==> src/rtl/ppu_bg_fetcher.sv <==
// rtl/ppu_bg_fetcher.sv - BG/window tile fetcher feeding the PPU BG pixel FIFO during mode 3
// Optional fine-scroll discard of the first BG burst is enabled with PPU_BG_FINE_SCROLL_EN.
module ppu_bg_fetcher #(
    parameter int FIFO_DEPTH = 16
) (
    input  logic        clk,
    input  logic        reset,
    input  logic        line_start,
    input  logic        line_end,
    input  logic        win_start,
    input  logic        obj_stall,
    input  logic [7:0]  ly,
    input  logic [7:0]  scx,
    input  logic [7:0]  scy,
    input  logic [7:0]  win_line,
    input  logic        bg_map_sel,
    input  logic        win_map_sel,
    input  logic        tile_data_sel,
    output logic        vram_req,
    output logic [12:0] vram_addr,
    input  logic [7:0]  vram_rdata,
    input  logic [4:0]  fifo_count,
    output logic        fifo_push,
    output logic [1:0]  fifo_color,
    output logic        fifo_flush,
    output logic        busy
);

    typedef enum logic [3:0] {
        IDLE, TILE_REQ, TILE_CAP, LO_REQ, LO_CAP, HI_REQ, HI_CAP, PUSH_WAIT, PUSH
    } state_t;

    state_t      state;
    logic [4:0]  fetch_x;
    logic        win_mode;
    logic [7:0]  tile_no;
    logic [7:0]  lo;
    logic [7:0]  hi;
    logic [2:0]  pix;
    logic        cap_done;
    logic [7:0]  bg_y;
    logic        can_push;
    logic        keep;

    assign bg_y     = scy + ly;
    assign can_push = (int'(fifo_count) <= FIFO_DEPTH - 8) && !obj_stall;

`ifdef PPU_BG_FINE_SCROLL_EN
    logic       first_burst;
    logic [2:0] emit_idx;
    assign emit_idx = (state == PUSH) ? pix : 3'd0;
    assign keep     = !(first_burst && !win_mode && (emit_idx < scx[2:0]));
`else
    logic unused_fine_scroll;
    assign unused_fine_scroll = ^scx[2:0];
    assign keep = 1'b1;
`endif

    function automatic logic [12:0] map_addr(input logic win, input logic [4:0] fx);
        logic [4:0] col;
        logic [4:0] row;
        logic       sel;
        col = win ? fx : (scx[7:3] + fx);
        row = win ? win_line[7:3] : bg_y[7:3];
        sel = win ? win_map_sel : bg_map_sel;
        return {2'b11, sel, row, col};
    endfunction

    function automatic logic [12:0] data_addr(input logic [7:0] tile);
        logic [2:0] r;
        r = win_mode ? win_line[2:0] : bg_y[2:0];
        if (tile_data_sel)
            return {1'b0, tile, r, 1'b0};
        return 13'h1000 + {tile[7], tile, 4'b0000} + {9'd0, r, 1'b0};
    endfunction

    function automatic logic [1:0] color_of(input logic [7:0] h, input logic [7:0] l,
                                            input logic [2:0] k);
        return {h[3'd7 - k], l[3'd7 - k]};
    endfunction

    always_ff @(posedge clk or posedge reset) begin
        if (reset) begin
            state      <= IDLE;
            fetch_x    <= 5'd0;
            win_mode   <= 1'b0;
            tile_no    <= 8'd0;
            lo         <= 8'd0;
            hi         <= 8'd0;
            pix        <= 3'd0;
            cap_done   <= 1'b0;
            vram_req   <= 1'b0;
            vram_addr  <= 13'd0;
            fifo_push  <= 1'b0;
            fifo_color <= 2'd0;
            fifo_flush <= 1'b0;
            busy       <= 1'b0;
`ifdef PPU_BG_FINE_SCROLL_EN
            first_burst <= 1'b0;
`endif
        end else begin
            fifo_flush <= 1'b0;
            fifo_push  <= 1'b0;
            fifo_color <= 2'd0;
            vram_req   <= 1'b0;
            if (line_start) begin
                state      <= TILE_REQ;
                fetch_x    <= 5'd0;
                win_mode   <= 1'b0;
                pix        <= 3'd0;
                cap_done   <= 1'b0;
                fifo_flush <= 1'b1;
                vram_req   <= 1'b1;
                vram_addr  <= map_addr(1'b0, 5'd0);
                busy       <= 1'b1;
`ifdef PPU_BG_FINE_SCROLL_EN
                first_burst <= 1'b1;
`endif
            end else if (win_start && state != IDLE) begin
                state      <= TILE_REQ;
                fetch_x    <= 5'd0;
                win_mode   <= 1'b1;
                pix        <= 3'd0;
                cap_done   <= 1'b0;
                fifo_flush <= 1'b1;
                vram_req   <= 1'b1;
                vram_addr  <= map_addr(1'b1, 5'd0);
`ifdef PPU_BG_FINE_SCROLL_EN
                first_burst <= 1'b0;
`endif
            end else if (line_end) begin
                state    <= IDLE;
                busy     <= 1'b0;
                cap_done <= 1'b0;
            end else begin
                case (state)
                    TILE_REQ: state <= TILE_CAP;
                    // A stalled capture keeps its byte and waits before issuing the next read.
                    TILE_CAP: begin
                        if (!cap_done) tile_no <= vram_rdata;
                        if (obj_stall) begin
                            cap_done <= 1'b1;
                        end else begin
                            cap_done  <= 1'b0;
                            state     <= LO_REQ;
                            vram_req  <= 1'b1;
                            vram_addr <= data_addr(cap_done ? tile_no : vram_rdata);
                        end
                    end
                    LO_REQ: state <= LO_CAP;
                    LO_CAP: begin
                        if (!cap_done) lo <= vram_rdata;
                        if (obj_stall) begin
                            cap_done <= 1'b1;
                        end else begin
                            cap_done  <= 1'b0;
                            state     <= HI_REQ;
                            vram_req  <= 1'b1;
                            vram_addr <= vram_addr + 13'd1;
                        end
                    end
                    HI_REQ: state <= HI_CAP;
                    HI_CAP: begin
                        hi  <= vram_rdata;
                        pix <= 3'd0;
                        if (can_push) begin
                            fifo_push  <= keep;
                            fifo_color <= keep ? color_of(vram_rdata, lo, 3'd0) : 2'd0;
                            pix        <= 3'd1;
                            state      <= PUSH;
                        end else begin
                            state <= PUSH_WAIT;
                        end
                    end
                    PUSH_WAIT: begin
                        if (can_push) begin
                            fifo_push  <= keep;
                            fifo_color <= keep ? color_of(hi, lo, 3'd0) : 2'd0;
                            pix        <= 3'd1;
                            state      <= PUSH;
                        end
                    end
                    // Occupancy only falls during a burst, so fifo_count is not rechecked here.
                    PUSH: begin
                        if (!obj_stall) begin
                            fifo_push  <= keep;
                            fifo_color <= keep ? color_of(hi, lo, pix) : 2'd0;
                            if (pix == 3'd7) begin
                                pix       <= 3'd0;
                                fetch_x   <= fetch_x + 5'd1;
                                state     <= TILE_REQ;
                                vram_req  <= 1'b1;
                                vram_addr <= map_addr(win_mode, fetch_x + 5'd1);
`ifdef PPU_BG_FINE_SCROLL_EN
                                first_burst <= 1'b0;
`endif
                            end else begin
                                pix <= pix + 3'd1;
                            end
                        end
                    end
                    default: state <= IDLE;
                endcase
            end
        end
    end

endmodule

==> config.mk <==
export PLATFORM = sky130hd
export DESIGN_NAME = ppu_bg_fetcher
export DESIGN_NICKNAME = d
export VERILOG_FILES = /design/src/rtl/ppu_bg_fetcher.sv
export SDC_FILE = /design/constraint.sdc
export NUM_CORES = 1
export LEC_CHECK = 0
export ABC_AREA = 1
export BUFFER_PORTS_ARGS = -buffer_cell sky130_fd_sc_hd__buf_2
export CAP_MARGIN = 5
export CORE_UTILIZATION = 45
export CTS_CLUSTER_SIZE = 24
export DETAILED_ROUTE_END_ITERATION = 10
export PLACE_DENSITY = 0.65
export RECOVER_POWER = 25
export SLEW_MARGIN = 20
export SYNTH_ARGS = -nofsm -noshare
export SYNTH_HDL_FRONTEND = slang
export SYNTH_SLANG_ARGS = --single-unit
export TNS_END_PERCENT = 10
==> constraint.sdc <==
create_clock -name clk -period 3.35 [get_ports clk]
set_input_delay 0.67 -clock clk [delete_from_list [all_inputs] [get_ports clk]]
set_output_delay 0.67 -clock clk [all_outputs]
set_load 0.05 [all_outputs]
Word level (Yosys, flattened, before mapping)
Cells that the tools add are included.

word-level totals
  input port bits = 54
  flip-flop bits (word level) = 57

cells by class
  mux-type cells = 80
  add/subtract/negate cells = 8
  bitwise operators = 4
  reductions and logical operators = 21
  $lt $le $gt $ge = 2
  equal/unequal tests = 22

operators with widths
  kind                      count
  $mux W13                  9
  $mux W5                   8
  $pmux W13 S3              1
  $mux W4                   9
  $mux W1                   32
  $pmux W4 S8               1
  $ne A5 B5 Y1 const B      5
  $mux W3                   7
  $ne A4 B4 Y1 const B      5
  $eq A4 B3 Y1 const B      4
  $reduce_and A4 Y1         4
  $add A13 B1 Y13 const B   1
  $add A13 B13 Y13 const A  1
  $add A13 B4 Y13           1
  $mux W2                   6
  $reduce_and A5 Y1         2
  $reduce_bool A5 Y1        2
  $pmux W3 S3               1
  $add A8 B8 Y8             1
  $eq A4 B2 Y1 const B      2
  $mux W8                   1
  $reduce_bool A4 Y1        2
  $bmux W1 S3               2
  $ne A3 B2 Y1 const B      2
  20 further kinds          28

Logic depth before layout (Yosys ltp)
Gate-level depths: netlist of run 1.

  depth after elaboration = 12
  depth in mapped cells = 12
  gate-level depth less buffers = 12

Worst setup path before layout of run 1
Ideal clock, no wire load.

  path kind = input-to-reg
  start = input port ly[0]
  end = register vram_addr[6]
  setup time = 0.118 ns
  cell stages on the path = 12
  data arrival time = 1.911 ns
  required time = 3.232 ns
  slack = 1.321 ns
  cell sequence = ha_1 > fa_1 > nand3_1 > nand3_1 > xnor2_1 > nand2_1 > nand2_1 > nand2_1 > nand2_1 > nand2_1 > nand2_1 > nand2_1

between the ends
  word-level cells in the longest chain between the ends = 9
  elaborated cells on any way between the ends = 12

ends and longest elaborated chain
  what                  RTL line  RTL
  from (decl)           12        input logic [7:0] ly,
  $add A8 B8 Y8 (*)     45        assign bg_y = scy + ly;
  $mux W3               71        r = win_mode ? win_line[2:0] : bg_y[2:0];
  $add A13 B4 Y13       74        return 13'h1000 + {tile[7], tile, 4'b0000} + {9'd0, r, 1'b0};
  $mux W13              74
  $mux W13              141       if (obj_stall) begin
  $pmux W13 S3          136       case (state)
  $mux W13              131       end else if (line_end) begin
  $mux W13              119       end else if (win_start && state != IDLE) begin
  $mux W13 (*)          106       if (line_start) begin
  to (signal assigned)  114       vram_addr <= map_addr(1'b0, 5'd0);
  to (signal assigned)  127       vram_addr <= map_addr(1'b1, 5'd0);
  to (signal assigned)  147       vram_addr <= data_addr(cap_done ? tile_no : vram_rdata);
  to (decl)             20        output logic [12:0] vram_addr,

Mark *: on every way between the ends. The rest lies on a longest branch, timed or not. The select of a mux whose other input is x is not followed.
A chain may end at the register's enable or synchronous reset.

Final worst setup path of run 1
  start = register pix[0]
  end = register vram_addr[4]

between the ends
  word-level cells in the longest chain between the ends = 3

ends and longest elaborated chain
  what                                RTL line  RTL
  from (decl)                         39        logic [2:0] pix;
  from (signal assigned)              198       pix <= pix + 3'd1;
  $eq A3 B3 Y1                        188       if (pix == 3'd7) begin
  $ne A4 B4 Y1 (no source line)       --
  $reduce_and A6 Y1 (no source line)  --
  to (signal assigned)                147
  to (signal assigned)                159       vram_addr <= vram_addr + 13'd1;
  to (signal assigned)                193       vram_addr <= map_addr(win_mode, fetch_x + 5'd1);

No other way between the ends.

==> results.ini, run 1 <==
[floorplan]
die_w_um = 97.11
rows = 34
dieArea_mm2 = 0.009429
die_h_um = 97.11
core_mm2 = 0.008721
initial_core_util_pct = 46.67
io_pins = 73

[power]
p_total_mw = 1.830
irDropWorstVdd_v = 0.0002036
pwr_density_cell_mw_per_mm2 = 392.9
clock_power_share_pct = 32.5
switchingPower_mw = 0.6704
switching_share_pct = 36.64
p_comb_share_pct = 24.2
leakagePower_nw = 2.401
internal-power_mw = 1.159
pwr-share-seq_pct = 43.3

[logic_synthesis]
synth-compound-area-share_pct = 16.11
syn_area_mm2 = 0.004070
ys_ff_latch = 57
syn-num-nets = 655
synth-simple-area-share_pct = 30.43
synth_top_family_by_area = simple AND/OR/NAND/NOR gates
yosysWarnings = 0
syn_avg_cell_area_um2 = 6.969
synthAdderAreaFrac_pct = 5.595
synth-seq-area-share_pct = 35.04
synth_xor_area_share_pct = 1.506
ys_types = 40
syn-instance-count = 584
synthMuxAreaShare_pct = 1.783

[clock_network]
cts.sinks = 57
clk_path_buf_depth = 2
cts_hold_buf = 0
h-tree-depth = 3
postCtsSetupRepairBufs = 0
cts_tree = built
cts-resized-gates = 0
numCtsBuffers = 9
clk_pin_slew_ps = 70
cts_root_buf = clkbuf_8
clk_latency_ps = 340

[drt]
drt.antenna.violating_nets = 0
route.vias.total = 4012
drc = 0
dr_wl_met3_um = 507
wl_per_cell_um = 14.16
routed_wl_um = 10840
drtIter0Drc = 192
top_layer_used = met4
routed_via_density = 5.244
wl_met2_um = 5345
met1_length_um = 4750
drt-pass1-iter-count = 5

[global_routing]
grt-ovfl-total = 0
grt_pass1_vias = 3936
antenna_found_initial = 0
grt_max_degree = 58
grt_pass1_wl_um = 18380
grt_usage_pct = 24.27

[min_path]
worstHoldPathCells = 2
hold_start = tile_no[4]$_DFFE_PP0P_
hold_path_end = tile_no[4]$_DFFE_PP0P_
hp-class = flip-flop to flip-flop

[timing]
worst_slew_pin_slew_ps = 1484
whs_ps = 470.6
skew_ps = 10.19
rsz0062_at_grt = no
post-route-period-util_pct = 73.65
setup-violations-final = 0
slew_headroom_pct = 1.053
fin_tns_setup_ps = 0
hold_viol = 0
max_freq_ghz = 0.4053
slew_viol_final = 0
layout_min_cycle_time_ps = 2467

[placed_design]
gp_congestion = 0.8730
hpwlAfterDp_um = 8205
io_buffers = 69

[run_status]
status = completed

[critical_path]
reg2reg_setup_slack_ps = 880
arrival_ps = 2700
start_kind = flip-flop
required_ps = 3580
r2r_end = vram_addr[4]$_DFFE_PP0P_
reg2reg_depth = 9
worstSetupPathType = flip-flop to flip-flop
cp_max_fo = 20
reg2reg_from = pix[0]$_DFFE_PP0P_
crit_path_end_kind = flip-flop

[layout]
fillers = 913
area_delta_synth_final_pct = 14.42
mostFrequentLayoutCells = nand2_1 (150), inv_1 (72), nor2_1 (69), buf_2 (69), dfrtp_1 (57)
nNetsFinal = 723
drive_gt1_share_pct = 17.96
final_common_cell = nand2_1
insertedDiodeCount = 0

[flow_run]
maxCapViolCount = 0

[Yosys cell counts (all sizes together)]
cell,instances,area share (%)
nand3,43,5.5
a22oi,2,0.37
a21o,2,0.37
a21oi,37,4.8
mux2i,5,1.2
nor3,2,0.25
xnor2,4,0.86
o31ai,4,0.74
o21ai,53,6.7
or2,2,0.31
o22ai,2,0.31
o21bai,1,0.18
o221ai,1,0.22
nand2,158,15
mux2,2,0.55
ha,15,4.6
nand4,5,0.77
buf,9,1.7
a211oi,1,0.18
nor2,76,8.1
inv,80,7.4
dfrtp,57,35
o211ai,7,1.3
fa,2,0.98
a31oi,6,0.92
clkbuf,5,0.46
xor2,3,0.65
[cells by family after synthesis]
kind of cell,Yosys count
and+or+nand+nor,286
xor gates and xnor gates,7
buffers and inverters,94
AOI/OAI and AO/OA,116
muxes,7
DFF,57
adders and majority gates,17
[flip-flops by register name (all words and copies together), names as in the netlist, 2 cells and up]
signal / count
vram_addr: 13
hi: 8
lo: 8
tile_no: 8
fetch_x: 5
state: 4
pix: 3
fifo_color: 2
[power groups by stage]
| stage | registers [mW] | logic, mW | clock network [mW] |
|---|---|---|---|
| after floorplan | 0.881 | 0.237 | 0 |
| after global placement | 0.803 | 0.436 | 0 |
| after detailed placement | 0.803 | 0.443 | 0 |
| after CTS | 0.791 | 0.445 | 0.608 |
| after global routing | 0.799 | 0.495 | 0.637 |
| final | 0.792 | 0.443 | 0.594 |
[routing by layer]
metal	up-vias	global-route usage, %
li1	2031	-
met3	23	4.964
met4	0	8.496
met5	-	0
met1	1848	30.09
met2	110	41.82
[worst max-delay path by stage]
| stage | startpoint | to | slack [ps] |
|---|---|---|---|
| 4_1_cts | pix[0]$_DFFE_PP0P_ | vram_addr[4]$_DFFE_PP0P_ | 910 |
| 2_1_floorplan | reset | busy$_DFFE_PP0P_ | 1280 |
| 5_1_grt | pix[0]$_DFFE_PP0P_ | vram_addr[4]$_DFFE_PP0P_ | 680 |
| 3_5_place_dp | line_start | vram_addr[4]$_DFFE_PP0P_ | 930 |
| 3_3_place_gp | line_start | vram_addr[4]$_DFFE_PP0P_ | 970 |
| 6_report | pix[0]$_DFFE_PP0P_ | vram_addr[4]$_DFFE_PP0P_ | 880 |
[area by class of cell]
| cell class | count | area (µm²) | share of cell area, % |
|---|---|---|---|
| Inverter | 80 | 300.3 | 6.448 |
| Sequential cell | 57 | 1426 | 30.63 |
| Timing Repair Buffer | 71 | 357.8 | 7.684 |
| Clock buffer | 10 | 137.6 | 2.955 |
| Multi-Input combinational cell | 433 | 2256 | 48.44 |
| Clock inverter | 6 | 43.79 | 0.9404 |
| Tap cell | 108 | 135.1 | 2.902 |
[worst max-delay path: stages, from the launching register on]
cell and delay (ps):
dfrtp_1 630, ha_1 260, ha_1 190, nand2_1 110, nor2_4 210, nor2_8 80, nand2_2 310, inv_1 260
nor3_1 230, a21oi_1 80
[stage by stage]
step                      instance area (µm²)  setup WS [ps]  util [%]  cells
final                                    4657          882.6     53.40    765
after global routing                     4657          685.0     53.40    765
after CTS                                4659          911.9     53.43    765
after detailed placement                 4478          927.3     51.35    749
after global placement                   4478          972.9     51.35    749
after floorplan                          4070           1280         -    584
(Power assumes the default switching activity.)
==> run 2: changes to the inputs <==
--- a/config.mk
+++ b/config.mk
@@ -11,7 +11,7 @@
 export CORE_UTILIZATION = 45
 export CTS_CLUSTER_SIZE = 24
 export DETAILED_ROUTE_END_ITERATION = 10
-export PLACE_DENSITY = 0.65
+export PLACE_DENSITY = 0.67
 export RECOVER_POWER = 25
 export SLEW_MARGIN = 20
 export SYNTH_ARGS = -nofsm -noshare
==> constraint.sdc (replaced) <==
create_clock -name clk -period 2.2 [get_ports clk]
set_input_delay 0.44 -clock clk [delete_from_list [all_inputs] [get_ports clk]]
set_output_delay 0.44 -clock clk [all_outputs]
set_load 0.05 [all_outputs]
==> run 2 against run 1 <==
Sequential cell count did not move. Utilization grew 1.3 points. First-iteration DRC count up 3.6%. Critical endpoint unchanged. Highest routed layer unchanged. Largest cell class unchanged. Combinational power up 54%. Total power increased by 65%. Global-route usage shrank 0.22 points.
==> results.ini, run 2 (synthesis results as in run 1) <==
[drt]
drt.antenna.violating_nets = 0
drtIter0Drc = 199
drt-pass1-iter-count = 5
route.vias.total = 4124
routed_via_density = 5.342
drc = 0
wl_per_cell_um = 14.07
routed_wl_um = 10860

[global_routing]
grt_usage_pct = 24.04
grt-ovfl-total = 0
grt_max_degree = 58
grt_pass1_wl_um = 18250
antenna_found_initial = 0
grt_pass1_vias = 3945

[critical_path]
reg2reg_setup_slack_ps = 140
cp_max_fo = 4
path_common_cell = nand3_1
worstSetupPathType = flip-flop to flip-flop
cp.depth = 11
reg2reg_depth = 11
cp_cell_sequence = ha_1, inv_1, fa_1, inv_1, nand3_1, nand2_1, or2_2, nand3_1, nand2_1, nand3_1, a21oi_1
arrival_ps = 2320
crit_start = fetch_x[0]$_DFFE_PP0P_
crit_path_end_kind = flip-flop
crit_end = vram_addr[4]$_DFFE_PP0P_
start_kind = flip-flop
required_ps = 2460
cpPeakStageDelay_ps = 420
reg2reg_from = fetch_x[0]$_DFFE_PP0P_
r2r_end = vram_addr[4]$_DFFE_PP0P_
cp_slowest_cell = dfrtp_1
cp.buffers_inverters = 2
cp_top_family = adder cells

[floorplan]
io_pins = 73
dieArea_mm2 = 0.009429
die_w_um = 97.11
rows = 34
initial_core_util_pct = 46.67
die_h_um = 97.11
core_mm2 = 0.008721

[layout]
largest_reg_flops = 13
fin_util_pct = 54.71
final_common_cell = nand2_1
drive_gt1_share_pct = 19.13
insertedDiodeCount = 0
area_delta_synth_final_pct = 17.21
nNetsFinal = 730
mostFrequentLayoutCells = nand2_1 (150), inv_1 (72), nor2_1 (69), buf_2 (69), dfrtp_1 (57)
largest_register = vram_addr

[clock_network]
clk_pin_slew_ps = 80
clk_latency_ps = 340
cts_hold_buf = 0
h-tree-depth = 3
clk_path_buf_depth = 2
cts.sinks = 57
cts-resized-gates = 0
cts_root_buf = clkbuf_8
postCtsSetupRepairBufs = 0
cts_tree = built
numCtsBuffers = 9

[placed_design]
hpwlAfterDp_um = 8159
io_buffers = 69
gp_congestion = 0.8800
dpl_worst_slack_ps = 119.1

[run_status]
status = completed

[timing]
hold_viol = 0
rsz0062_at_grt = yes
post-route-period-util_pct = 93.53
slew_viol_final = 0
fin_tns_setup_ps = 0
max_freq_ghz = 0.4860
layout_min_cycle_time_ps = 2058
setup_ws_ps = 142.3
setup-violations-final = 0
whs_ps = 307.0
slew_headroom_pct = 1.304
worst_slew_pin_slew_ps = 1480
skew_ps = 12.77

[power]
leakagePower_nw = 2.463
irDropWorstVdd_v = 0.0003558
pwr_density_cell_mw_per_mm2 = 634.5

[min_path]
hp-class = input pin to flip-flop

[flow_run]
maxCapViolCount = 0

==> run 2: changes by cell type in the layout (fill, tap and decap cells not counted), sizes merged <==
| cell | change |
|---|---|
| buf | +7 |
| clkinvlp | -3 |
| bufinv | +2 |
| clkbuf | -1 |
| clkinv | +1 |
| inv | +1 |
==> run 2: final cells by class <==
class	count	area [µm²]
clock buffer	9	123.9
clock inverter	7	102.6
fill	855	3950
inverter	80	300.3
multi-input combinational	433	2272
sequential	57	1426
tap	108	135.1
timing repair buffer	78	410.4
==> run 2: power by group <==
part / switching [mW] / leakage (nW) / internal, mW / total [mW]
combinational: 0.469 / 1.63 / 0.212 / 0.681
sequential: 0.0852 / 0.719 / 1.12 / 1.20
clock: 0.494 / 0.110 / 0.647 / 1.14
total: 1.05 / 2.46 / 1.98 / 3.03
==> run 2: worst min path at each step <==
stage	from	to	depth (start not counted)
after floorplan	tile_no[0]$_DFFE_PP0P_	tile_no[0]$_DFFE_PP0P_	2
after global placement	tile_no[5]$_DFFE_PP0P_	tile_no[5]$_DFFE_PP0P_	2
after detailed placement	tile_no[4]$_DFFE_PP0P_	tile_no[4]$_DFFE_PP0P_	2
after CTS	reset	vram_addr[5]$_DFFE_PP0P_	3
after global routing	line_end	busy$_DFFE_PP0P_	2
final	line_end	busy$_DFFE_PP0P_	2
==> run 2: layer usage <==
metal	share of wire, %	vias up	wire length [µm]	GRT usage (%)
met2	49	147	5335	41.39
met1	43	1900	4651	30.57
met5	0	-	0	0
met3	6.2	19	671	4.317
met4	1.9	0	204	7.577
li1	-	2058	-	-
==> run 2: through the flow <==
stage / area [µm²] / instances / power [mW]
floorplan: 4070 / 584 / 1.703
global placement: 4543 / 756 / 1.890
detailed placement: 4543 / 756 / 1.903
CTS: 4770 / 772 / 3.052
global route: 4771 / 772 / 3.174
finish: 4771 / 772 / 3.027
==> run 3: changes to the inputs <==
--- a/config.mk
+++ b/config.mk
@@ -6,12 +6,12 @@
 export NUM_CORES = 1
 export LEC_CHECK = 0
 export ABC_AREA = 1
-export BUFFER_PORTS_ARGS = -buffer_cell sky130_fd_sc_hd__buf_2
 export CAP_MARGIN = 5
 export CORE_UTILIZATION = 45
 export CTS_CLUSTER_SIZE = 24
 export DETAILED_ROUTE_END_ITERATION = 10
-export PLACE_DENSITY = 0.67
+export DONT_BUFFER_PORTS = 1
+export PLACE_DENSITY = 0.6
 export RECOVER_POWER = 25
 export SLEW_MARGIN = 20
 export SYNTH_ARGS = -nofsm -noshare
==> run 3 against run 2 <==
Register-to-register slack lost 20 ps. Sequential power is essentially flat. Hold slack lost 170 ps. Combinational power shrank 11%. Clock-buffer cell count grew 2. Worst setup slack lost 16 ps.
==> results.ini, run 3 (synthesis results as in run 1) <==
[global_routing]
grt_pass1_vias = 3628
grt-ovfl-total = 0
grt_usage_pct = 23.19
antenna_found_initial = 0
grt_max_degree = 58
grt_pass1_wl_um = 17420

[timing]
worst_slew_pin_slew_ps = 1434
hold_viol = 0
layout_min_cycle_time_ps = 2074
skew_ps = 8.008
max_freq_ghz = 0.4822
slew_viol_final = 0
slew_headroom_pct = 4.387
setup-violations-final = 0
post-route-period-util_pct = 94.27

[critical_path]
cp_max_fo = 3
cp.buffers_inverters = 2
cp_slowest_cell = dfrtp_1
crit_start = fetch_x[1]$_DFFE_PP0P_
required_ps = 2470
reg2reg_from = fetch_x[1]$_DFFE_PP0P_
path_common_cell = nand3_1
cp_cell_sequence = ha_4, inv_1, fa_1, inv_1, nor2_1, o21ai_0, nand3_1, nand3_1, nand3_1, a31oi_1
worstSetupPathType = flip-flop to flip-flop
arrival_ps = 2340
cpPeakStageDelay_ps = 440
crit_path_end_kind = flip-flop
cp_top_family = adder cells
start_kind = flip-flop

[clock_network]
cts_root_buf = clkbuf_8
clk_pin_slew_ps = 70
numCtsBuffers = 9
postCtsSetupRepairBufs = 0
h-tree-depth = 3
clk_path_buf_depth = 2
cts_tree = built
cts.sinks = 57
clk_latency_ps = 350

[drt]
drtIter0Drc = 183
wl_met2_um = 4889
drt-pass1-iter-count = 5
drt.antenna.violating_nets = 0
met1_length_um = 4650
wl_per_cell_um = 14.58
top_layer_used = met4
route.vias.total = 3824
routed_wl_um = 10410
dr_wl_met3_um = 640
drc = 0
routed_via_density = 5.356

[layout]
final_common_cell = nand2_1
regArea_mm2 = 0.001429
insertedDiodeCount = 0
nNetsFinal = 672
finalInstanceArea_mm2 = 0.004533
multiInputGateArea_mm2 = 0.002288
drive_gt1_share_pct = 11.88
mostFrequentLayoutCells = nand2_1 (150), inv_1 (72), nor2_1 (69)
largest_reg_flops = 13
fillers = 854
final_cells = 714
area_delta_synth_final_pct = 11.37
largest_register = vram_addr

[placed_design]
io_buffers = 0
place_area_mm2 = 0.004293
hpwlAfterDp_um = 7885
gp_congestion = 0.8630
dp.cells = 698

[flow_run]
maxCapViolCount = 0

[floorplan]
rows = 34
die_w_um = 97.11
die_h_um = 97.11
dieArea_mm2 = 0.009429
core_mm2 = 0.008721
initial_core_util_pct = 46.67
io_pins = 73

[min_path]
hold_start = line_start
hp-class = input pin to flip-flop

[run_status]
status = completed

[power]
irDropWorstVdd_v = 0.0002817
p_total_mw = 2.948
pwr_density_cell_mw_per_mm2 = 650.4
leakagePower_nw = 2.248

-- run 3: where the power goes --
| part | internal (mW) | leakage, nW | switching (mW) |
|---|---|---|---|
| clock | 0.667 | 0.113 | 0.447 |
| combinational | 0.195 | 1.42 | 0.412 |
| sequential | 1.12 | 0.715 | 0.107 |
| total | 1.98 | 2.25 | 0.966 |
-- run 3: final cells by class --
type	instances	area share [%]
multi-input combinational	433	50.48
sequential	57	31.52
inverter	80	6.624
timing repair buffer	20	3.533
clock buffer	11	3.119
tap	108	2.981
clock inverter	5	1.739
-- run 3: through the flow --
stage | hold WS [ps] | TNS [ps] | setup WS, ps | util, %
final | 140.9 | 0 | 126.1 | 51.98
after global routing | 127.5 | -0.1581 | -0.1581 | 51.98
after CTS | 28.59 | 0 | 98.91 | 51.75
after detailed placement | 410.4 | 0 | 104.9 | 49.23
after global placement | 410.2 | 0 | 139.1 | 49.23
after floorplan | 441.7 | 0 | 245.0 | -
-- run 3: worst reg2reg max path: cells and delay by family, from the launching register on --
kind	cells	cell delay, ps
compound gates	2	380
simple gates	4	330
fa+ha+maj	2	700
buf+inv	2	150
flops	1	440
-- run 3: final timing paths --
| check | slack (ps) | cells after the start | to |
|---|---|---|---|
| worst max-delay path | 130 | 10 | vram_addr[2]$_DFFE_PP0P_ |
| worst min-delay path | 140 | 1 | win_mode$_DFFE_PP0P_ |
| worst max register to register | 130 | 10 | vram_addr[2]$_DFFE_PP0P_ |
| worst min register to register | 470 | 2 | tile_no[6]$_DFFE_PP0P_ |
| max in group asynchronous | 800 | 2 | fetch_x[0]$_DFFE_PP0P_ |
| min in group asynchronous | 460 | 2 | fetch_x[2]$_DFFE_PP0P_ |
-- run 3: layer usage --
metal	GRT usage (%)	vias to the layer above
met3	5.971	25
met1	29.15	1755
met5	0	-
met4	9.989	0
li1	-	1930
met2	37.70	114
-- run 3: repair_timing --
item                                    CTS  global route
resized for setup                         0             6
endpoints found under the setup margin    0             3
hold buffers                              0             0
